==> src/rtl/dphy_tx_pkg.sv <==
// Shared types and default framing bytes for the D-PHY transmit packet scheduler.
package dphy_tx_pkg;

    typedef enum logic [2:0] {
        ST_IDLE    = 3'd0,
        ST_SYNC    = 3'd1,
        ST_DTYPE   = 3'd2,
        ST_PAYLOAD = 3'd3,
        ST_GAP     = 3'd4
    } state_e;

    typedef enum logic {
        OWN_CMD = 1'b0,
        OWN_PIX = 1'b1
    } owner_e;

    localparam logic [7:0] SYNC_BYTE_DEF = 8'hB8;
    localparam logic [7:0] CMD_DT_DEF    = 8'h39;
    localparam logic [7:0] PIX_DT_DEF    = 8'h3E;
    localparam logic [7:0] FILL_BYTE_DEF = 8'h00;

    function automatic logic [7:0] dtype_of(input owner_e own, input logic [7:0] cmd_dt,
                                            input logic [7:0] pix_dt);
        return (own == OWN_CMD) ? cmd_dt : pix_dt;
    endfunction

endpackage

==> src/rtl/dphy_tx_rr_arb.sv <==
// Two-way round-robin arbiter: combinational winner/load, registered one-cycle grant strobes.
module dphy_tx_rr_arb
    import dphy_tx_pkg::*;
(
    input  logic   wclk,
    input  logic   reset,
    input  logic   arb_en,
    input  logic   cmd_req,
    input  logic   pix_req,
    output logic   load,
    output owner_e win_owner,
    output logic   cmd_gnt,
    output logic   pix_gnt
);

    owner_e last_owner_r;
    logic   cmd_gnt_r;
    logic   pix_gnt_r;

    // winner selection; on a tie the requester that did not go last wins
    always_comb begin
        load      = arb_en && (cmd_req || pix_req);
        win_owner = OWN_PIX;
        if (cmd_req && pix_req) begin
            win_owner = (last_owner_r == OWN_PIX) ? OWN_CMD : OWN_PIX;
        end else if (cmd_req) begin
            win_owner = OWN_CMD;
        end else begin
            win_owner = OWN_PIX;
        end
    end

    // grant strobes and round-robin history
    always_ff @(posedge wclk) begin
        if (reset) begin
            last_owner_r <= OWN_PIX;
            cmd_gnt_r    <= 1'b0;
            pix_gnt_r    <= 1'b0;
        end else begin
            cmd_gnt_r <= load && (win_owner == OWN_CMD);
            pix_gnt_r <= load && (win_owner == OWN_PIX);
            if (load) begin
                last_owner_r <= win_owner;
            end else begin
                last_owner_r <= last_owner_r;
            end
        end
    end

    assign cmd_gnt = cmd_gnt_r;
    assign pix_gnt = pix_gnt_r;

endmodule

==> src/rtl/dphy_tx_sched.sv <==
// Packet scheduler feeding the 8-to-2 D-PHY gearbox: arbitration, SYNC/DT framing,
// byte pacing and inter-packet gap, all in the gearbox write-clock domain.
module dphy_tx_sched
    import dphy_tx_pkg::*;
#(
    parameter int unsigned PACE      = 1,
    parameter int unsigned GAP_CYC   = 8,
    parameter int unsigned LEN_W     = 12,
    parameter logic [7:0]  SYNC_BYTE = SYNC_BYTE_DEF,
    parameter logic [7:0]  CMD_DT    = CMD_DT_DEF,
    parameter logic [7:0]  PIX_DT    = PIX_DT_DEF,
    parameter logic [7:0]  FILL_BYTE = FILL_BYTE_DEF
) (
    input  logic             wclk,
    input  logic             reset,
    input  logic             en,
    input  logic             cmd_req,
    input  logic [LEN_W-1:0] cmd_len,
    input  logic [7:0]       cmd_data,
    input  logic             cmd_valid,
    output logic             cmd_gnt,
    output logic             cmd_pop,
    input  logic             pix_req,
    input  logic [LEN_W-1:0] pix_len,
    input  logic [7:0]       pix_data,
    input  logic             pix_valid,
    output logic             pix_gnt,
    output logic             pix_pop,
    output logic [7:0]       tx_data,
    output logic             tx_wen,
    output logic             busy,
    output logic             pkt_done,
    output logic             underrun,
    input  logic             clr_underrun
);

    localparam logic [3:0]       PACE_RELOAD = 4'(PACE - 1);
    localparam logic [7:0]       GAP_INIT    = 8'(GAP_CYC);
    localparam logic [LEN_W-1:0] LEN_ONE     = LEN_W'(1);
    localparam logic [LEN_W-1:0] LEN_ZERO    = {LEN_W{1'b0}};

    state_e           state_r, next_state_s;
    owner_e           owner_r, win_owner_s;
    logic             arb_en_s, arb_load_s;
    logic [3:0]       pace_r;
    logic [7:0]       gap_r;
    logic [LEN_W-1:0] remain_r, win_len_s;
    logic [7:0]       tx_data_r, byte_s, own_data_s;
    logic             tx_wen_r, pkt_done_r, underrun_r;
    logic             emit_s, done_s, set_ur_s, slot_s, in_bytes_s, own_valid_s, remain_dec_s;

    assign arb_en_s = (state_r == ST_IDLE) && en;

    dphy_tx_rr_arb u_arb (
        .wclk      (wclk),
        .reset     (reset),
        .arb_en    (arb_en_s),
        .cmd_req   (cmd_req),
        .pix_req   (pix_req),
        .load      (arb_load_s),
        .win_owner (win_owner_s),
        .cmd_gnt   (cmd_gnt),
        .pix_gnt   (pix_gnt)
    );

    // next-state, byte slot selection and payload pop
    always_comb begin
        next_state_s = state_r;
        emit_s       = 1'b0;
        byte_s       = tx_data_r;
        done_s       = 1'b0;
        set_ur_s     = 1'b0;
        remain_dec_s = 1'b0;
        cmd_pop      = 1'b0;
        pix_pop      = 1'b0;
        in_bytes_s   = (state_r == ST_SYNC) || (state_r == ST_DTYPE) || (state_r == ST_PAYLOAD);
        slot_s       = in_bytes_s && (pace_r == 4'd0);
        own_valid_s  = (owner_r == OWN_CMD) ? cmd_valid : pix_valid;
        own_data_s   = (owner_r == OWN_CMD) ? cmd_data : pix_data;
        win_len_s    = (win_owner_s == OWN_CMD) ? cmd_len : pix_len;
        case (state_r)
            ST_IDLE: begin
                if (arb_load_s) next_state_s = ST_SYNC;
                else            next_state_s = ST_IDLE;
            end
            ST_SYNC: begin
                if (slot_s) begin
                    emit_s       = 1'b1;
                    byte_s       = SYNC_BYTE;
                    next_state_s = ST_DTYPE;
                end else begin
                    next_state_s = ST_SYNC;
                end
            end
            ST_DTYPE: begin
                if (slot_s) begin
                    emit_s = 1'b1;
                    byte_s = dtype_of(owner_r, CMD_DT, PIX_DT);
                    if (remain_r == LEN_ZERO) begin
                        done_s       = 1'b1;
                        next_state_s = ST_GAP;
                    end else begin
                        next_state_s = ST_PAYLOAD;
                    end
                end else begin
                    next_state_s = ST_DTYPE;
                end
            end
            ST_PAYLOAD: begin
                if (slot_s) begin
                    emit_s       = 1'b1;
                    remain_dec_s = 1'b1;
                    if (own_valid_s) begin
                        byte_s  = own_data_s;
                        cmd_pop = (owner_r == OWN_CMD);
                        pix_pop = (owner_r == OWN_PIX);
                    end else begin
                        byte_s   = FILL_BYTE;
                        set_ur_s = 1'b1;
                    end
                    // exit test before the decrement keeps remain from wrapping
                    if (remain_r == LEN_ONE) begin
                        done_s       = 1'b1;
                        next_state_s = ST_GAP;
                    end else begin
                        next_state_s = ST_PAYLOAD;
                    end
                end else begin
                    next_state_s = ST_PAYLOAD;
                end
            end
            ST_GAP: begin
                if (gap_r == 8'd1) next_state_s = ST_IDLE;
                else               next_state_s = ST_GAP;
            end
            default: next_state_s = ST_IDLE;
        endcase
    end

    // state register
    always_ff @(posedge wclk) begin
        if (reset) state_r <= ST_IDLE;
        else       state_r <= next_state_s;
    end

    // pacing, gap, length and ownership registers
    always_ff @(posedge wclk) begin
        if (reset) begin
            pace_r   <= 4'd0;
            gap_r    <= 8'd0;
            remain_r <= LEN_ZERO;
            owner_r  <= OWN_CMD;
        end else begin
            if (arb_load_s)    pace_r <= 4'd0;
            else if (slot_s)   pace_r <= PACE_RELOAD;
            else if (in_bytes_s) pace_r <= pace_r - 4'd1;
            else               pace_r <= 4'd0;

            if ((next_state_s == ST_GAP) && (state_r != ST_GAP)) gap_r <= GAP_INIT;
            else if (state_r == ST_GAP)                          gap_r <= gap_r - 8'd1;
            else                                                 gap_r <= gap_r;

            if (arb_load_s)        remain_r <= win_len_s;
            else if (remain_dec_s) remain_r <= remain_r - LEN_ONE;
            else                   remain_r <= remain_r;

            if (arb_load_s) owner_r <= win_owner_s;
            else            owner_r <= owner_r;
        end
    end

    // registered gearbox write port, packet-done strobe and sticky underrun
    always_ff @(posedge wclk) begin
        if (reset) begin
            tx_data_r  <= 8'h00;
            tx_wen_r   <= 1'b0;
            pkt_done_r <= 1'b0;
            underrun_r <= 1'b0;
        end else begin
            tx_wen_r   <= emit_s;
            pkt_done_r <= done_s;
            if (emit_s) tx_data_r <= byte_s;
            else        tx_data_r <= tx_data_r;
            if (set_ur_s)          underrun_r <= 1'b1;
            else if (clr_underrun) underrun_r <= 1'b0;
            else                   underrun_r <= underrun_r;
        end
    end

    assign tx_data  = tx_data_r;
    assign tx_wen   = tx_wen_r;
    assign pkt_done = pkt_done_r;
    assign underrun = underrun_r;
    assign busy     = (state_r != ST_IDLE);

endmodule
==> config.mk <==
export PLATFORM = sky130hd
export DESIGN_NAME = dphy_tx_sched
export DESIGN_NICKNAME = d
export VERILOG_FILES = /design/src/rtl/dphy_tx_pkg.sv /design/src/rtl/dphy_tx_rr_arb.sv /design/src/rtl/dphy_tx_sched.sv
export SDC_FILE = /design/constraint.sdc
export NUM_CORES = 1
export LEC_CHECK = 0
export BUFFER_PORTS_ARGS = -buffer_cell sky130_fd_sc_hd__buf_2
export CAP_MARGIN = 20
export CORE_MARGIN = 2
export CORE_UTILIZATION = 30
export CTS_CLUSTER_SIZE = 12
export DETAILED_ROUTE_END_ITERATION = 10
export HOLD_SLACK_MARGIN = 0.06
export PLACE_DENSITY = 0.49
export REMOVE_ABC_BUFFERS = 1
export SETUP_SLACK_MARGIN = 0.5
export SLEW_MARGIN = 40
export SYNTH_ARGS = -nofsm -noshare
export SYNTH_HDL_FRONTEND = slang
export SYNTH_SLANG_ARGS = --single-unit
export TNS_END_PERCENT = 20
==> constraint.sdc <==
create_clock -name wclk -period 2.84 [get_ports wclk]
set_clock_uncertainty 0.15 [all_clocks]
set_input_delay 0.568 -clock wclk [delete_from_list [all_inputs] [get_ports wclk]]
set_output_delay 0.568 -clock wclk [all_outputs]
set_load 0.03 [all_outputs]
==> metrics.md <==
| Metric | Value |
|---|---|
| Status | `finished, final reports clean` |
| CTS tree | `done` |
| Syn Std Cell Area | `0.00252 mm^2` |
| Finished Layout Cells | `453` |
| RePlAce Congestion | `0.772` |
| TNS Setup | `0 ns` |
| FF+latch count, synth | `42` |
| Initial core utilization | `30.9%` |
| DR vias/cell | `5.27` |
| Synth area leaders | `dfxtp_1 (33%), nor2_1 (4.9%), ha_1 (3.5%)` |
| Routed WL | `between 6 and 7 mm` |
| Data required time of the worst path | `between 2 and 2.5 ns` |
| Leak | `around 1.3 nW` |
| Clock tree sinks | `between 40 and 50` |
| Fin crit share | `86.0%` |
| Longest Clk Path Bufs | `2` |
| Cell row count | `33` |
| Inst Count DP | `443` |
| First-iteration detailed-routing DRC count | `95` |
| Synth Instances | `284` |
| Number of distinct library cells after synthesis | `64` |
| Final setup fails | `0` |
| DIE HEIGHT | `about 96 um` |
| Worst Setup Start Kind | `flip-flop` |
| Max-cap violations | `0` |
| DRC | `0` |
| Max-slew headroom | `56.0%` |
| DP Wirelength | `roughly 5.0 mm` |
| Peak supply drop | `0.332 mV` |
| Worst min-delay path category | `reg2reg` |
| Sequential area share after synthesis | `33.3%` |
| NumNets Final | `403` |
| Total GRT Usage | `approximately 16%` |
| Worst Tran Pin Value | `0.659 ns` |
| Critical Path Fanout Max | `3` |
| DRT Pass-1 Iters | `4` |
| Max-slew violation count | `0` |
| Vias in the first global route | `2214` |
| Antenna violations before repair | `0` |
| Most numerous cell in the Yosys netlist | `dfxtp_1` |
| Critical Path AT | `around 1.7 ns` |
| N_diodes | `0` |
| Largest net degree at the start of global routing | `23` |
| WHS | `0.328 ns` |
| DR WL/cell | `15.2 um` |
| Num ports | `64` |
| Max Freq | `409 MHz` |
| RSZ-0062 raised after global routing | `yes` |
| Syn-to-layout area delta | `21.4%` |
| Global route overflow | `0` |
| Critical Path End Type | `output port` |
| Die W | `around 96 um` |
| Port bufs | `63` |
| Post-synth top cells | `dfxtp_1 (42), nor2_1 (33), nand2_1 (20)` |
| Number of enable flip-flop cells after synthesis | `0` |
| Layout cells sized above 1 | `36.5%` |
| Detail Route Antenna Nets | `0` |
| Total CTS buffers | `5` |
| Most used DFF post-synth | `dfxtp_1` |
| Synth top area share | `33.3%` |
| Syn. warnings | `0` |
| Core area | `0.00818 mm^2` |
| Final worst path period need | `between 2 and 2.5 ns` |
| Vias | `roughly 2400` |
| Clock-pin slew on the worst setup and hold paths | `0.08 ns` |
| Worst skew pair latency | `between 0.2 and 0.3 ns` |
| Post-Syn Area per Cell | `8.88 um^2` |
| CTS root buf | `clkbuf_8` |
| First-pass GRT wire length | `11.2 mm` |
| Power Dens Cells | `866 mW/mm^2` |
| Ys async rst share | `0%` |
| Synth area leader | `dfxtp_1` |
| Final count of hold timing violations | `0` |
| Die ar. | `0.00916 mm^2` |
| CTS H-Tree Depth | `2` |
| Setup CP Type | `reg2out` |
path summary, 6_finish.rpt:
path | from | endpoint | slack, ns | cells after the start
setup / recovery | pace_r[1] | pix_pop | 0.40 | 6
hold / removal | tx_data[0] | tx_data[0] | 0.33 | 2
setup reg to reg | state_r[1] | remain_r[11] | 0.67 | 5
hold reg to reg | tx_data[0] | tx_data[0] | 0.33 | 2
power breakdown:
| group | internal [W] | leakage, nW | switching, W |
|---|---|---|---|
| clock | 0.000165 | 0.0438 | 0.000209 |
| combinational | 0.000556 | 0.875 | 0.000834 |
| sequential | 0.000736 | 0.344 | 0.000151 |
| total | 0.00146 | 1.26 | 0.00120 |
timing repair:
action	4_1_cts	5_1_grt
hold buffers	0	0
cloned	0	0
gates resized for setup	12	1
setup endpoints to repair	2	2
pin swaps	3	0
setup buffers	3	0
sequential cells by signal (all words and copies together), names as in the netlist:
signal	cells
tx_data	8
pkt_done	1
tx_wen	1
gap_r	8
u_arb.last_owner_r	1
owner_r	1
pace_r	4
state_r	3
underrun	1
u_arb.pix_gnt	1
u_arb.cmd_gnt	1
remain_r	12
through the flow:
step / worst slack (ns) / power, W / instance area [um^2] / util [%]
after floorplan: 0.381 / 0.00189 / 2420 / -
after global placement: 0.483 / 0.00229 / 2930 / 35.8
after detailed placement: 0.428 / 0.00229 / 2930 / 35.8
after CTS: 0.376 / 0.00268 / 3060 / 37.4
after global routing: 0.332 / 0.00287 / 3060 / 37.5
final: 0.397 / 0.00265 / 3060 / 37.5
placed cells by master (no fill, tap or decap), types with 3 or more instances in the layout:
cell type	Yosys	final
a31oi_1	4	4
or4_1	3	3
or3b_2	4	4
a21oi_1	9	9
nor3_1	12	12
o21ai_0	11	11
nor2_1	33	33
o221a_2	4	4
a211oi_2	5	5
clkbuf_8	2	5
xnor2_1	4	4
nand3_1	3	3
a221oi_1	3	3
or3_1	7	7
buf_2	6	62
ha_1	7	6
dfxtp_2	0	4
dfxtp_1	42	38
a32oi_1	5	5
nor4_1	4	4
buf_4	3	11
inv_1	10	8
nand2_1	20	19
a32o_1	8	8
mux2i_1	5	5
a31o_2	5	5
mux2_2	5	5
a211oi_1	9	9
critical path, stage by stage, from the launching register on:
cell and delay [ns]:
dfxtp_2 0.33, inv_2 0.07, ha_4 0.13, or4b_4 0.49, nor2_4 0.11, and3_4 0.19, buf_6 0.13
cells by family after synthesis:
group | share of synthesized area, %
adder cells (fa/ha/maj) | 3.47
multiplexers | 4.22
flip-flops | 33.3
AND/OR/NAND/NOR | 25.9
AO/OA/AOI/OAI | 25.7
buffers and inverters | 5.56
XOR/XNOR | 1.74
per-layer routing:
layer / part of all wire (%) / track usage (%)
met5: 0 / 0
met4: 1.0 / 3.57
met3: 4.4 / 2.82
met2: 48 / 27.3
met1: 47 / 20.5
layout make-up:
class | instances | area [um^2]
fillers | 864 | 5110
multi-input cells | 215 | 1570
flip-flops and latches | 42 | 846
repair buffers | 74 | 404
well taps | 105 | 131
clock buffers | 5 | 68.8
inverters | 10 | 37.5
clock inverters | 2 | 10.0
Power figures use the tool's default switching activity.
